`config.mk`:
```
export PLATFORM = sky130hd
export DESIGN_NAME = nes_fb_arbiter
export DESIGN_NICKNAME = d
export VERILOG_FILES = /design/src/rtl/nes_fb_pkg.sv /design/src/rtl/nes_fb_wr_fifo.sv /design/src/rtl/nes_fb_arbiter.sv
export SDC_FILE = /design/constraint.sdc
export NUM_CORES = 1
export LEC_CHECK = 0
export ABC_AREA = 1
export CAP_MARGIN = 20
export CORE_MARGIN = 4
export CORE_UTILIZATION = 30
export DETAILED_ROUTE_END_ITERATION = 16
export PLACE_DENSITY_LB_ADDON = 0.1
export SETUP_SLACK_MARGIN = 0.2
export SLEW_MARGIN = 5
export SYNTH_ARGS = -nofsm -noshare
export SYNTH_HDL_FRONTEND = slang
export SYNTH_SLANG_ARGS = --single-unit
```
`constraint.sdc`:
```
create_clock -name Clk -period 3 [get_ports Clk]
set_input_delay 0.3 -clock Clk [delete_from_list [all_inputs] [get_ports Clk]]
set_output_delay 0.3 -clock Clk [all_outputs]
set_load 0.01 [all_outputs]
```
`src/rtl/nes_fb_pkg.sv`:
```
// Shared types and constants for the NES framebuffer arbiter.
package nes_fb_pkg;

    localparam int FB_W     = 256;   // framebuffer width in pixels
    localparam int FB_H     = 240;   // framebuffer height in lines
    localparam int PIX_W    = 6;     // palette index width
    localparam int WORD_AW  = 15;    // RAM word address width (two pixels per word)

    localparam int ACTIVE_X = 256;   // visible pixels per VGA line
    localparam int ACTIVE_Y = 480;   // visible VGA lines (NES lines doubled)
    localparam int VBLANK_Y = 480;   // first VGA line reported as vblank to the PPU

    // One queued PPU pixel write: address {y[7:0], x[7:0]} and palette index.
    typedef struct packed {
        logic [15:0]      addr;
        logic [PIX_W-1:0] data;
    } fb_wr_t;

    // True when the pixel address falls inside the 240 stored lines.
    function automatic logic row_in_fb(input logic [15:0] addr);
        return addr[15:8] < 8'(FB_H);
    endfunction

endpackage

```
`src/rtl/nes_fb_wr_fifo.sv`:
```
// Synchronous FIFO buffering PPU pixel writes until a RAM write slot is free.
// Pointers carry one extra wrap bit so full and empty are told apart without a counter.
module nes_fb_wr_fifo
    import nes_fb_pkg::*;
#(
    parameter int DEPTH = 16
) (
    input  logic   Clk,
    input  logic   Reset_n,
    input  logic   push,
    input  logic   pop,
    input  fb_wr_t wr_ent,
    output logic   full,
    output logic   empty,
    output fb_wr_t head
);

    localparam int PW = $clog2(DEPTH);

    logic [PW:0] wr_ptr_q, wr_ptr_d;
    logic [PW:0] rd_ptr_q, rd_ptr_d;
    fb_wr_t      mem_q [DEPTH];
    logic        do_push;
    logic        do_pop;

    assign full    = (wr_ptr_q[PW] != rd_ptr_q[PW]) &&
                     (wr_ptr_q[PW-1:0] == rd_ptr_q[PW-1:0]);
    assign empty   = (wr_ptr_q == rd_ptr_q);
    assign do_push = push && !full;
    assign do_pop  = pop && !empty;
    assign head    = mem_q[rd_ptr_q[PW-1:0]];

    // Next-pointer computation; a push and a pop together leave the fill level unchanged.
    always_comb begin
        wr_ptr_d = wr_ptr_q;
        rd_ptr_d = rd_ptr_q;
        if (do_push) begin
            wr_ptr_d = wr_ptr_q + {{PW{1'b0}}, 1'b1};
        end
        if (do_pop) begin
            rd_ptr_d = rd_ptr_q + {{PW{1'b0}}, 1'b1};
        end
    end

    // Pointer registers; reset empties the queue and drops anything pending.
    always_ff @(posedge Clk or negedge Reset_n) begin
        if (!Reset_n) begin
            wr_ptr_q <= '0;
            rd_ptr_q <= '0;
        end else begin
            wr_ptr_q <= wr_ptr_d;
            rd_ptr_q <= rd_ptr_d;
        end
    end

    // Storage array; contents are don't-care until written so it carries no reset.
    always_ff @(posedge Clk) begin
        if (do_push) begin
            mem_q[wr_ptr_q[PW-1:0]] <= wr_ent;
        end
    end

endmodule

```
`src/rtl/nes_fb_arbiter.sv`:
```
// Single-port framebuffer RAM arbiter: VGA scan-out reads on even active x,
// queued PPU writes on every other cycle, plus the two-pixel unpacking pipe.
//
// PPU handshake: a write is accepted on a cycle where ppu_valid && ppu_ready;
// ppu_ready is simply "FIFO not full" and does not depend on ppu_valid. Offering
// ppu_valid while ppu_ready is low loses that write and sets ovf_sticky.
//
// Read timing: scan inputs at cycle S put the read address on ram_addr at T=S+1.
// ram_rdata is valid at T+1 and is latched then; pix_idx shows the even pixel at
// T+2 and the odd pixel at T+3.
module nes_fb_arbiter
    import nes_fb_pkg::*;
#(
    parameter int               FIFO_DEPTH = 16,
    parameter logic [PIX_W-1:0] BLANK_IDX  = 6'h0F
) (
    input  logic                 Clk,
    input  logic                 Reset_n,
    input  logic [8:0]           scan_x,
    input  logic [9:0]           scan_y,
    input  logic                 ppu_valid,
    output logic                 ppu_ready,
    input  logic [15:0]          ppu_addr,
    input  logic [PIX_W-1:0]     ppu_data,
    input  logic                 ovf_clr,
    output logic                 ovf_sticky,
    output logic                 ppu_vblank,
    output logic [PIX_W-1:0]     pix_idx,
    output logic [WORD_AW-1:0]   ram_addr,
    output logic                 ram_we,
    output logic [1:0]           ram_be,
    output logic [2*PIX_W-1:0]   ram_wdata,
    input  logic [2*PIX_W-1:0]   ram_rdata
);

    // Slot decode
    logic   active;
    logic   rd_slot;
    logic   wr_slot;

    // FIFO interface
    logic   fifo_push;
    logic   fifo_pop;
    logic   fifo_full;
    logic   fifo_empty;
    fb_wr_t fifo_in;
    fb_wr_t fifo_head;

    // RAM port registers
    logic [WORD_AW-1:0] ram_addr_q,  ram_addr_d;
    logic               ram_we_q,    ram_we_d;
    logic [1:0]         ram_be_q,    ram_be_d;
    logic [2*PIX_W-1:0] ram_wdata_q, ram_wdata_d;

    // Pixel pipe: rd_s1 marks the cycle the read address is on the RAM,
    // rd_s2 marks the cycle its data is on ram_rdata.
    logic               rd_s1_q,    rd_s1_d;
    logic               rd_s2_q,    rd_s2_d;
    logic               odd_pend_q, odd_pend_d;
    logic [PIX_W-1:0]   hi_pix_q,   hi_pix_d;
    logic [PIX_W-1:0]   pix_q,      pix_d;

    // Status flags
    logic               vblank_q,   vblank_d;
    logic               ovf_q,      ovf_d;

    assign active  = (scan_x < 9'(ACTIVE_X)) && (scan_y < 10'(ACTIVE_Y));
    assign rd_slot = active && !scan_x[0];
    assign wr_slot = !rd_slot;

    assign ppu_ready = !fifo_full;
    assign fifo_push = ppu_valid && ppu_ready;
    assign fifo_pop  = wr_slot && !fifo_empty;
    assign fifo_in   = '{addr: ppu_addr, data: ppu_data};

    nes_fb_wr_fifo #(
        .DEPTH (FIFO_DEPTH)
    ) u_wr_fifo (
        .Clk     (Clk),
        .Reset_n (Reset_n),
        .push    (fifo_push),
        .pop     (fifo_pop),
        .wr_ent  (fifo_in),
        .full    (fifo_full),
        .empty   (fifo_empty),
        .head    (fifo_head)
    );

    // RAM port: read address on read slots, FIFO head on write slots, idle otherwise.
    // Heads below the 240 stored lines are still popped but produce no strobe.
    always_comb begin
        ram_addr_d  = ram_addr_q;
        ram_we_d    = 1'b0;
        ram_be_d    = 2'b00;
        ram_wdata_d = ram_wdata_q;
        if (rd_slot) begin
            // Each NES line is shown on two VGA lines, hence y>>1.
            ram_addr_d = {scan_y[8:1], scan_x[7:1]};
        end else if (fifo_pop && row_in_fb(fifo_head.addr)) begin
            ram_addr_d  = fifo_head.addr[15:1];
            ram_we_d    = 1'b1;
            ram_be_d    = fifo_head.addr[0] ? 2'b10 : 2'b01;
            ram_wdata_d = {fifo_head.data, fifo_head.data};
        end
    end

    // Pixel unpacking: even pixel straight from the RAM word, odd pixel one cycle later.
    always_comb begin
        rd_s1_d    = rd_slot;
        rd_s2_d    = rd_s1_q;
        odd_pend_d = 1'b0;
        hi_pix_d   = hi_pix_q;
        pix_d      = BLANK_IDX;
        if (rd_s2_q) begin
            hi_pix_d   = ram_rdata[2*PIX_W-1:PIX_W];
            pix_d      = ram_rdata[PIX_W-1:0];
            odd_pend_d = 1'b1;
        end else if (odd_pend_q) begin
            pix_d = hi_pix_q;
        end
    end

    // Vblank report and overflow flag; a new overflow outranks a same-cycle clear.
    always_comb begin
        vblank_d = (scan_y >= 10'(VBLANK_Y));
        ovf_d    = ovf_q;
        if (ppu_valid && !ppu_ready) begin
            ovf_d = 1'b1;
        end else if (ovf_clr) begin
            ovf_d = 1'b0;
        end
    end

    // Output and pipeline registers.
    always_ff @(posedge Clk or negedge Reset_n) begin
        if (!Reset_n) begin
            ram_addr_q  <= '0;
            ram_we_q    <= 1'b0;
            ram_be_q    <= 2'b00;
            ram_wdata_q <= '0;
            rd_s1_q     <= 1'b0;
            rd_s2_q     <= 1'b0;
            odd_pend_q  <= 1'b0;
            hi_pix_q    <= '0;
            pix_q       <= BLANK_IDX;
            vblank_q    <= 1'b0;
            ovf_q       <= 1'b0;
        end else begin
            ram_addr_q  <= ram_addr_d;
            ram_we_q    <= ram_we_d;
            ram_be_q    <= ram_be_d;
            ram_wdata_q <= ram_wdata_d;
            rd_s1_q     <= rd_s1_d;
            rd_s2_q     <= rd_s2_d;
            odd_pend_q  <= odd_pend_d;
            hi_pix_q    <= hi_pix_d;
            pix_q       <= pix_d;
            vblank_q    <= vblank_d;
            ovf_q       <= ovf_d;
        end
    end

    assign ram_addr   = ram_addr_q;
    assign ram_we     = ram_we_q;
    assign ram_be     = ram_be_q;
    assign ram_wdata  = ram_wdata_q;
    assign pix_idx    = pix_q;
    assign ppu_vblank = vblank_q;
    assign ovf_sticky = ovf_q;

endmodule

```
==> impl_metrics.ini <==
[status]
outcome = complete, no violations

[cells_and_area]
area_growth_pct = 20.9
instances_no_fill = 2172
layout.nets = 1512
fin_area_um2 = 19600
drive_above_1_share = 0.0842
diodes = 0

[job]
cap_violations = 0

[timing]
fmax_mhz = 374
fin_crit_ns = 2.67
tightest_slew_ns = 1.02
final-setup-viol-count = 0
final_hold_viol_count = 0
setup_tns_ns = 0
final-max-slew-violation-count = 0
skew_ns = 0.0295
finalWorstSetupSlack_ns = 0.327
slew_headroom = 0.318
grt_setup_unrepaired = true
fin_crit_sh = 0.891

[die]
row_count = 84
fp.dieH_um = 241
dieArea_um2 = 57900
die_w_um = 241
coreArea_um2 = 53100
initial_utilization = 0.306
num_io_pins = 96

[critical_path]
slowest_stage = nor2_4
cp.required_ns = 3.18
reg2reg_depth = 9
crit_end = u_wr_fifo.mem_q[10][11]
rrSetupSlack_ns = 0.33
cp-start-kind = flip-flop
max_stage_delay_ns = 0.74
worstReg2RegStart = u_wr_fifo.wr_ptr_q[0]
worstSetupEndpointType = flip-flop
cpMostUsedCell = nand2_1
cp_num_buf_inv = 3
path_cells = inv_1, nand2_1, a21oi_1, nand3_1, nand2_1, inv_1, nand2_1, buf_4, nor2_4
cp_num_cells = 9
crit_start = u_wr_fifo.wr_ptr_q[0]
rr_endpoint = u_wr_fifo.mem_q[10][11]
worst-setup-path-type = flip-flop to flip-flop
cp.arrival_ns = 2.85
crit_family = simple AND/OR/NAND/NOR gates
crit_fanout = 22

[placed_design]
dpl_cell_area_um2 = 18100
dp_slack_ns = 0.305
routabilityCongestion = 0.698
dp.final_hpwl_um = 25200
port_buffers = 94
dp.cells = 2086

[clock_tree]
cts-root-buf = clkbuf_16
worstSkewPairLatency_ns = 0.58
numCtsBuffers = 46
clk_pin_slew_ns = 0.07
clock_path_buffers = 3
cts.sinks = 403
cts_tree = built
postCtsSetupBuffers = 0
cts_htree_levels = 2

[yosys]
synth.largest_area_cell = edfxtp_1
synth_top_area_frac = 0.651
yosysSeqAreaShare = 0.730
syn_nets = 1418
ys_ff_latch = 403
synth_area_leaders = edfxtp_1 (65%), dfrtp_1 (7.2%), nand2_1 (6.1%), nor2_1 (4.8%), o21ai_0 (4.7%)
avgSynthCellArea_um2 = 12.0
synth_area_um2 = 16200
ys_warn_count = 0
ys_types = 31
synth_cells = 1356

[power]
ir_drop_mv = 0.527
total_leakage_power_nw = 6.99
p_per_area_nw_per_um2 = 996
power.total_mw = 19.5

[routing]
drt_first_iter_violations = 474
vias_per_cell = 4.72
postRouteAntennaNets = 0
drt-total-wl_um = 46500
drc = 0
wl_per_cell_um = 21.4
drt-pass1-iter-count = 4
vias = 10244

[worst_hold_path]
hp-class = input port to flip-flop

[global_routing]
grt_usage = 0.155
grt_pass1_vias = 10089
antenna_found_initial = 1
grt_pass1_wl_um = 66800
grt_max_degree = 113
grt_overflow = 0
cells in the mapped netlist (all sizes together):
master,n
a21oi,1
a31oi,3
buf,41
clkbuf,43
clkinv,1
dfrtp,47
dfstp,4
edfxtp,352
ha,5
inv,60
nand2,264
nand3,77
nand3b,1
nand4,2
nor2,210
nor3,2
o211ai,25
o21ai,155
o221ai,11
o22ai,40
or3,1
xnor2,1
xor2,10
per-layer routing:
layer  vias up  routed length (um)  global-route usage  part of all wire
met5         -                   0                   0                 0
met4         0                 812              0.0400             0.017
met3        49                1810              0.0227             0.039
met2       181               21600               0.247              0.46
met1      5068               22300               0.223              0.48
li1       4946                   -                   -                 -
cells in the final DEF (no fill, tap or decap), drive strengths merged:
cell / n
edfxtp: 352
nand2: 264
nor2: 213
o21ai: 155
clkdlybuf4s50: 93
nand3: 77
clkbuf: 65
inv: 60
dfrtp: 47
o22ai: 40
buf: 33
o211ai: 25
clkinv: 12
o221ai: 11
xor2: 10
ha: 5
bufinv: 4
dfstp: 4
a31oi: 3
nand4: 2
nor3: 2
clkinvlp: 2
or3: 1
a21oi: 1
nand3b: 1
xnor2: 1
dlygate4sd3: 1
worst min-delay path, delay by kind of cell:
kind | cells | cell delay (ns)
buffers and inverters | 2 | 0.45
and+or+nand+nor | 1 | 0.06
report_power, final:
group          switching [mW]  internal, mW
clock network            2.21          3.32
logic                    4.66          2.18
registers               0.277          6.90
total                    7.15          12.4
state kept, by name (all words and copies together), names as in the netlist, 2 cells and up:
name and flops:
hi_pix_q 6, pix_idx 6, u_wr_fifo.wr_ptr_q 5, u_wr_fifo.rd_ptr_q 5, ram_wdata 6, ram_addr 15
u_wr_fifo.mem_q 352, ram_be 2
how the worst min path moves through the flow:
stage / endpoint / from / cells after the start
6_report: ppu_vblank / scan_y[9] / 3
5_1_grt: ppu_vblank / scan_y[9] / 3
4_1_cts: ppu_vblank / scan_y[9] / 3
3_5_place_dp: rd_s2_q / rd_s1_q / 0
3_3_place_gp: rd_s2_q / rd_s1_q / 0
2_1_floorplan: hi_pix_q[0] / Reset_n / 0
cells by family (layout without fill, tap and decap cells):
kind of cell	count (synthesis)	in the layout	synth area share
and+or+nand+nor	557	560	0.137
DFF	403	403	0.730
AOI/OAI and AO/OA	235	235	0.0829
buffers and inverters	145	270	0.0406
xor gates and xnor gates	11	11	0.00594
adders and majority gates	5	5	0.00385
stage by stage:
step | hold WS [ns] | utilization
2_1_floorplan | 0.00441 | -
3_3_place_gp | 0.333 | 0.340
3_5_place_dp | 0.340 | 0.341
4_1_cts | 0.221 | 0.369
5_1_grt | 0.264 | 0.370
6_report | 0.261 | 0.370
cell type report:
class                      count  area [um^2]
fill                        5134        33400
sequential                   403        11900
multi-input combinational    811         3850
timing repair buffer         127         1360
clock buffer                  65         1290
tap                          688          861
inverter                      61          231
clock inverter                17          184
timing repair:
item,CTS,global route
endpoints found under the setup margin,0,131
gates resized for setup,0,4
hold buffers,1,0
endpoints found under the hold margin,26,0
Note: power is estimated with default switching activity, not from simulation.
